<file path="config.mk">
export PLATFORM = sky130hd
export DESIGN_NAME = dct_cos_rom
export DESIGN_NICKNAME = d
export VERILOG_FILES = /design/src/rtl/dct_cos_rom.sv
export SDC_FILE = /design/constraint.sdc
export NUM_CORES = 1
export LEC_CHECK = 0
export CAP_MARGIN = 5
export CORE_AREA = 4 4 411 413
export CTS_CLUSTER_DIAMETER = 120
export CTS_CLUSTER_SIZE = 8
export DETAILED_ROUTE_END_ITERATION = 6
export DIE_AREA = 0 0 415 417
export GPL_ROUTABILITY_DRIVEN = 0
export SKIP_CTS_REPAIR_TIMING = 1
export SYNTH_ARGS = -nofsm -noshare
export SYNTH_HDL_FRONTEND = slang
export SYNTH_SLANG_ARGS = --single-unit
</file>
<file path="constraint.sdc">
create_clock -name clk -period 3.25 [get_ports clk]
set_input_delay 0.65 -clock clk [delete_from_list [all_inputs] [get_ports clk]]
set_output_delay 0.65 -clock clk [all_outputs]
set_load 0.01 [all_outputs]
</file>
<file path="src/rtl/dct_cos_rom.sv">
`default_nettype none
// ============================================================================
// Module   : dct_cos_rom
// Purpose  : Q1.15 cosine coefficient ROM for the DCT engine. Holds a
//            33-entry quarter-wave table of cos(pi*j/64) and expands it to
//            the half wave cos(pi*i/MAX_SIZE), i = 0..MAX_SIZE.
//            After reset the table register is filled one entry per clock
//            and exposed as a parallel bus. A 1-cycle random-access
//            lookup port covers the full period 0..2*MAX_SIZE-1 by
//            mirroring.
// Ports    : clk         - rising-edge clock
//            reset_n     - asynchronous active-low reset
//            table_q15   - (MAX_SIZE+1)*NBITS parallel table, entry i at
//                          [i*NBITS +: NBITS], signed Q1.15
//            table_valid - high once all MAX_SIZE+1 entries are loaded
//            rd_en       - lookup request
//            rd_idx      - lookup index, 0..2*MAX_SIZE-1
//            rd_data     - signed Q1.15 lookup result
//            rd_valid    - rd_data is valid this cycle
// Revision : 1.0 - initial release
// ============================================================================
module dct_cos_rom #(
  parameter int MAX_SIZE = 64,
  parameter int NBITS    = 16,
  parameter int IDXW     = $clog2(2*MAX_SIZE)
) (
  input  logic                           clk,
  input  logic                           reset_n,
  output logic [(MAX_SIZE+1)*NBITS-1:0]  table_q15,
  output logic                           table_valid,
  input  logic                           rd_en,
  input  logic [IDXW-1:0]                rd_idx,
  output logic [NBITS-1:0]               rd_data,
  output logic                           rd_valid
);

  // Quarter-wave step multiplier: table index i maps to quarter index i*STEP.
  localparam int C_STEP = 64 / MAX_SIZE;

  // round(cos(pi*j/64)*32768), j = 0..32, with j=0 saturated to 32767.
  function automatic logic [15:0] f_quarter(input logic [5:0] j);
    case (j)
      6'd0:  f_quarter = 16'd32767;
      6'd1:  f_quarter = 16'd32729;
      6'd2:  f_quarter = 16'd32610;
      6'd3:  f_quarter = 16'd32413;
      6'd4:  f_quarter = 16'd32138;
      6'd5:  f_quarter = 16'd31786;
      6'd6:  f_quarter = 16'd31357;
      6'd7:  f_quarter = 16'd30853;
      6'd8:  f_quarter = 16'd30274;
      6'd9:  f_quarter = 16'd29622;
      6'd10: f_quarter = 16'd28899;
      6'd11: f_quarter = 16'd28106;
      6'd12: f_quarter = 16'd27246;
      6'd13: f_quarter = 16'd26320;
      6'd14: f_quarter = 16'd25330;
      6'd15: f_quarter = 16'd24279;
      6'd16: f_quarter = 16'd23170;
      6'd17: f_quarter = 16'd22006;
      6'd18: f_quarter = 16'd20788;
      6'd19: f_quarter = 16'd19520;
      6'd20: f_quarter = 16'd18205;
      6'd21: f_quarter = 16'd16846;
      6'd22: f_quarter = 16'd15447;
      6'd23: f_quarter = 16'd14010;
      6'd24: f_quarter = 16'd12540;
      6'd25: f_quarter = 16'd11039;
      6'd26: f_quarter = 16'd9512;
      6'd27: f_quarter = 16'd7962;
      6'd28: f_quarter = 16'd6393;
      6'd29: f_quarter = 16'd4808;
      6'd30: f_quarter = 16'd3212;
      6'd31: f_quarter = 16'd1608;
      default: f_quarter = 16'd0;
    endcase
  endfunction

  // Half-wave entry: second quarter is the negated mirror of the first.
  function automatic logic [NBITS-1:0] f_half(input logic [IDXW-1:0] i);
    logic [6:0] u;
    u = 7'(i) * 7'(C_STEP);
    if (u <= 7'd32)
      f_half = f_quarter(6'(u));
    else
      f_half = -f_quarter(6'(7'd64 - u));
  endfunction

  // Fold a full-period index onto the half wave (k > MAX_SIZE -> 2*MAX_SIZE-k).
  // The index width already wraps modulo 2*MAX_SIZE.
  function automatic logic [IDXW-1:0] f_fold(input logic [IDXW-1:0] k);
    if (k <= IDXW'(MAX_SIZE))
      f_fold = k;
    else
      f_fold = IDXW'((IDXW+1)'(2*MAX_SIZE) - (IDXW+1)'(k));
  endfunction

  logic [NBITS-1:0] r_table [0:MAX_SIZE];
  logic [IDXW-1:0]  r_cnt;
  logic             r_table_valid;
  logic [NBITS-1:0] r_rd_data;
  logic             r_rd_valid;
  logic [IDXW-1:0]  w_fold_idx;

  // --------------------------------------------------------------------------
  // Table fill: one entry per clock; the counter parks on the last entry and
  // table_valid freezes the table until the next reset.
  // --------------------------------------------------------------------------
  always_ff @(posedge clk or negedge reset_n) begin
    if (!reset_n) begin
      for (int i = 0; i <= MAX_SIZE; i++) r_table[i] <= '0;
      r_cnt         <= '0;
      r_table_valid <= 1'b0;
    end else if (!r_table_valid) begin
      for (int i = 0; i <= MAX_SIZE; i++) begin
        if (r_cnt == IDXW'(i)) r_table[i] <= f_half(IDXW'(i));
      end
      if (r_cnt == IDXW'(MAX_SIZE))
        r_table_valid <= 1'b1;
      else
        r_cnt <= r_cnt + IDXW'(1);
    end
  end

  generate
    for (genvar gi = 0; gi <= MAX_SIZE; gi++) begin : g_pack
      assign table_q15[gi*NBITS +: NBITS] = r_table[gi];
    end
  endgenerate

  assign table_valid = r_table_valid;

  // --------------------------------------------------------------------------
  // Lookup: reads the constant ROM directly, so it is independent of the fill.
  // rd_data holds its last value when no request is made.
  // --------------------------------------------------------------------------
  assign w_fold_idx = f_fold(rd_idx);

  always_ff @(posedge clk or negedge reset_n) begin
    if (!reset_n) begin
      r_rd_data  <= '0;
      r_rd_valid <= 1'b0;
    end else begin
      r_rd_valid <= rd_en;
      if (rd_en) r_rd_data <= f_half(w_fold_idx);
    end
  end

  assign rd_data  = r_rd_data;
  assign rd_valid = r_rd_valid;

endmodule
`default_nettype wire

</file>
==> summary.txt <==
Floorplanning
  – Die height: between 400 and 500 microns
  – FP Rows: approximately 150
  – Die area: 0.1731 sq mm
  – Chip width: between 400 and 500 microns
  – Core outline area: approximately 0.16 sq mm
  – Starting density of the core: 0.07949
  – I/O pin cnt: ~1.1k

Clock tree
  – Clk_lat worst skew: 400 ps
  – Clock transition at path regs: ~70 ps
  – CTS buffer count: 9
  – # clock sinks: between 80 and 90
  – Clock buffer depth: 2
  – H-tree Lvls: 3
  – CTS tree: done
  – Clk root buf: clkbuf_16

Global routing
  – Largest net degree at the start of global routing: between 50 and 60
  – Initial antenna violation count: 0
  – Grt total ovfl: 0
  – Vias in the first global route: ~8.4k
  – GRT met1 Usage: 0.04898
  – Total GRT Usage: 0.04836
  – GR Util met3: 0.01080
  – M2 GR Usage: 0.09413
  – Most Crowded Layer GR: met2
  – First-pass GRT wire length: 61710 microns

Status
  – Outcome: finished, violations left
  – Violated checks: DRC, setup timing

Synthesis
  – Leading area contributor after synthesis: buf_4
  – Seq/Total Area, Yosys: 0.1700
  – Synth warn: 0
  – Unique masters post-synth: between 80 and 90
  – Main synth FF type: dfrtp_1
  – Ys async rst share: 1.000
  – Share of the synthesized area in the top cell type: 0.5605
  – Synthesized instance count: around 1.6k
  – Mean Syn Cell Area: roughly 8 sq um
  – Synth area leaders: buf_4 (56%), dfrtp_1 (17%), a21o_1 (2.2%), nor2_1 (2.1%), o21ai_0 (1.8%)
  – Post-synth EDFFs: 0
  – Post-Syn Area: ~0.013 sq mm
  – #FFs+latches synth: 89

Worst setup path
  – Worst-path cell chain: buf_8, inv_8, ha_4, or3b_4, o211ai_4, nand2_2, nor4_4, xor2_2, nor4_4, inv_2, ha_4, o21ai_4, nor2_2, a311oi_2, o221ai_1
  – Slowest CP cell: or3b_4
  – Crit start category: input pin
  – Worst Path Buf+Inv: 3
  – Worst Path Arrival: approximately 3500 ps
  – CP required: roughly 3500 ps
  – CP delay by family, top: simple AND/OR/NAND/NOR gates
  – Reg-to-Reg End: r_cnt[5]$_DFFE_PN0P_
  – R2R Setup Slk: 1310 ps
  – Critical Path End Type: register
  – CP max stage delay: between 400 and 500 ps
  – Reg2Reg Depth: 7
  – Crit Reg-Reg Startpoint: r_cnt[0]$_DFFE_PN0P_
  – CP Max Fanout: 5
  – Setup Crit Path Kind: in -> reg

Power
  – Internal: roughly 0.0025 W
  – Maximum vdd ir drop: between 0.6 and 0.7 mV
  – Clock network power share: 0.302
  – Sequential share of power: 0.289
  – Leak: around 7.1 nW
  – Comb power frac: 0.409
  – NetSw: ~0.0016 W
  – PwrDens: around 230 mW/mm^2
  – Switch share: 0.3995

Timing
  – Clk_skew: slightly above 9 ps
  – Tightest Pin Transition: about 760 ps
  – FMAX: about 310 MHz
  – RSZ-0062 raised after global routing: yes
  – Final Cycle Share: 1.000
  – Final Hold Viols: 0
  – Slew headroom: 0.4927
  – Max-slew violation count: 0
  – Final setup vio count: 1
  – Final worst setup slack: -1.129 ps
  – Period minus WS final: 3251 ps
  – Min Hold Slack: roughly 320 ps

Placement
  – DP HPWL: 39690 microns
  – PortBufs: 533
  – Placed Area: between 0.015 and 0.02 sq mm

Min path
  – Min-delay worst type: in -> async

Cells and area
  – N_diodes: 0
  – FILL cells: between 15k and 20k
  – Layout cells sized above 1: 0.1331
  – Cell area after layout: 0.01747 sq mm
  – Multi-input gate area: roughly 0.0056 sq mm
  – Finished Core Util: 0.1060
  – Final-stage net count: roughly 1.9k
  – Reg area: between 0.002 and 0.0025 sq mm
  – Layout area overhead: 33.34%

Routing
  – Vias per cell: roughly 2.3
  – Drt pass-1 iters: 7
  – DR vias: between 9k and 10k
  – Antenna violation net count after detailed routing: 0
  – WL per Instance: 11.55 microns
  – DR DRC count: 3
  – Post-Route WL: around 47000 microns
  – Starting DRT DRC Count: between 600 and 700

Run
  – Max_cap viols: 0
## per-layer routing
metal  wire (microns)  part of all wire
met1            15360              0.33
met2            26820              0.58
met3             3120             0.067
met4             1231             0.026
met5                0                 0
## metrics by stage
stage          power [W]  instances  setup WS [ps]  setup TNS, ps
2_1_floorplan   0.002574       2169         -566.7          -5379
3_3_place_gp    0.002797       4007         -969.2         -12130
3_5_place_dp    0.002795       4007         -958.9         -12250
4_1_cts         0.004116       4022         -477.1          -4848
5_1_grt         0.004358       4030         -67.78         -111.9
6_report        0.004092       4030         -1.129         -1.129
## cells in the mapped netlist, types with 4 or more instances
cell type  number
o21ai_1         4
xnor2_1        16
o221ai_1        4
nor3_1         19
nor2_1         72
nor4_1          6
or2_2           9
nand4_1         5
ha_1            9
clkbuf_1       46
nand2_1        45
a31oi_1        13
a21o_1         38
and2_1          4
o31ai_1         5
a211oi_1        6
nand3_1        13
o21ai_0        48
a2111oi_0       7
a21oi_1        37
a221oi_1        5
dfrtp_1        89
o2111ai_1       4
buf_2           5
nand2b_1        8
inv_1           9
o21bai_1       28
buf_4         978
o211ai_1        9
## logic make-up (layout without fill, tap and decap cells)
family | after synthesis | in the layout | synth area share
buffers and inverters | 1043 | 715 | 0.5807
XOR/XNOR | 23 | 23 | 0.01767
multiplexers | 4 | 4 | 0.004011
other | 1 | 534 | 0.0002863
AO/OA/AOI/OAI | 259 | 259 | 0.1404
AND/OR/NAND/NOR | 207 | 207 | 0.07756
flip-flops | 89 | 89 | 0.1700
adder cells (fa/ha/maj) | 10 | 10 | 0.009360
## cells in the final DEF (no fill, tap or decap), drive strengths merged, types with 6 or more instances in the layout
cell type	n
o21ai	54
xnor2	19
a31oi	13
nor4	7
nand3	13
clkbuf	9
o21bai	28
clkdlybuf4s50	524
nand2	46
dfrtp	89
o211ai	11
a21o	38
ha	9
o31ai	6
nor2	72
or2	11
nand2b	8
inv	12
a211oi	6
nor3	19
a21oi	37
buf	163
a2111oi	7
conb	534
## layout make-up
cell class,count,area share
Clock buffer,9,0.01289
Clock inverter,6,0.005730
Inverter,9,0.002650
Multi-Input combinational cell,1037,0.3192
Sequential cell,89,0.1275
Tap cell,2189,0.1568
Timing Repair Buffer,691,0.3753
## state kept, by name, indices dropped and copies added, names as in the netlist
signal and count:
r_cnt 7, rd_data 16, rd_valid 1, table_q15 64
table_valid 1
## worst max path at each step
stage	start	to	slack, ps	cells past startpoint
floorplan	rd_idx[0]	rd_data[4]$_DFFE_PN0P_	-570	19
global placement	rd_idx[0]	rd_data[4]$_DFFE_PN0P_	-970	16
detailed placement	rd_idx[0]	rd_data[4]$_DFFE_PN0P_	-960	16
CTS	rd_idx[0]	rd_data[4]$_DFFE_PN0P_	-480	16
global route	rd_idx[0]	rd_data[4]$_DFFE_PN0P_	-70	16
finish	rd_idx[0]	rd_data[4]$_DFFE_PN0P_	-1	15
## power groups by stage
stage               Clock, W  Combinational (W)  Sequential (W)
floorplan                  0            0.00136         0.00122
global placement           0            0.00159         0.00121
detailed placement         0            0.00159         0.00121
CTS                  0.00134            0.00159         0.00118
global route         0.00135            0.00182         0.00119
finish               0.00124            0.00167         0.00118
(Power assumes the default switching activity.)
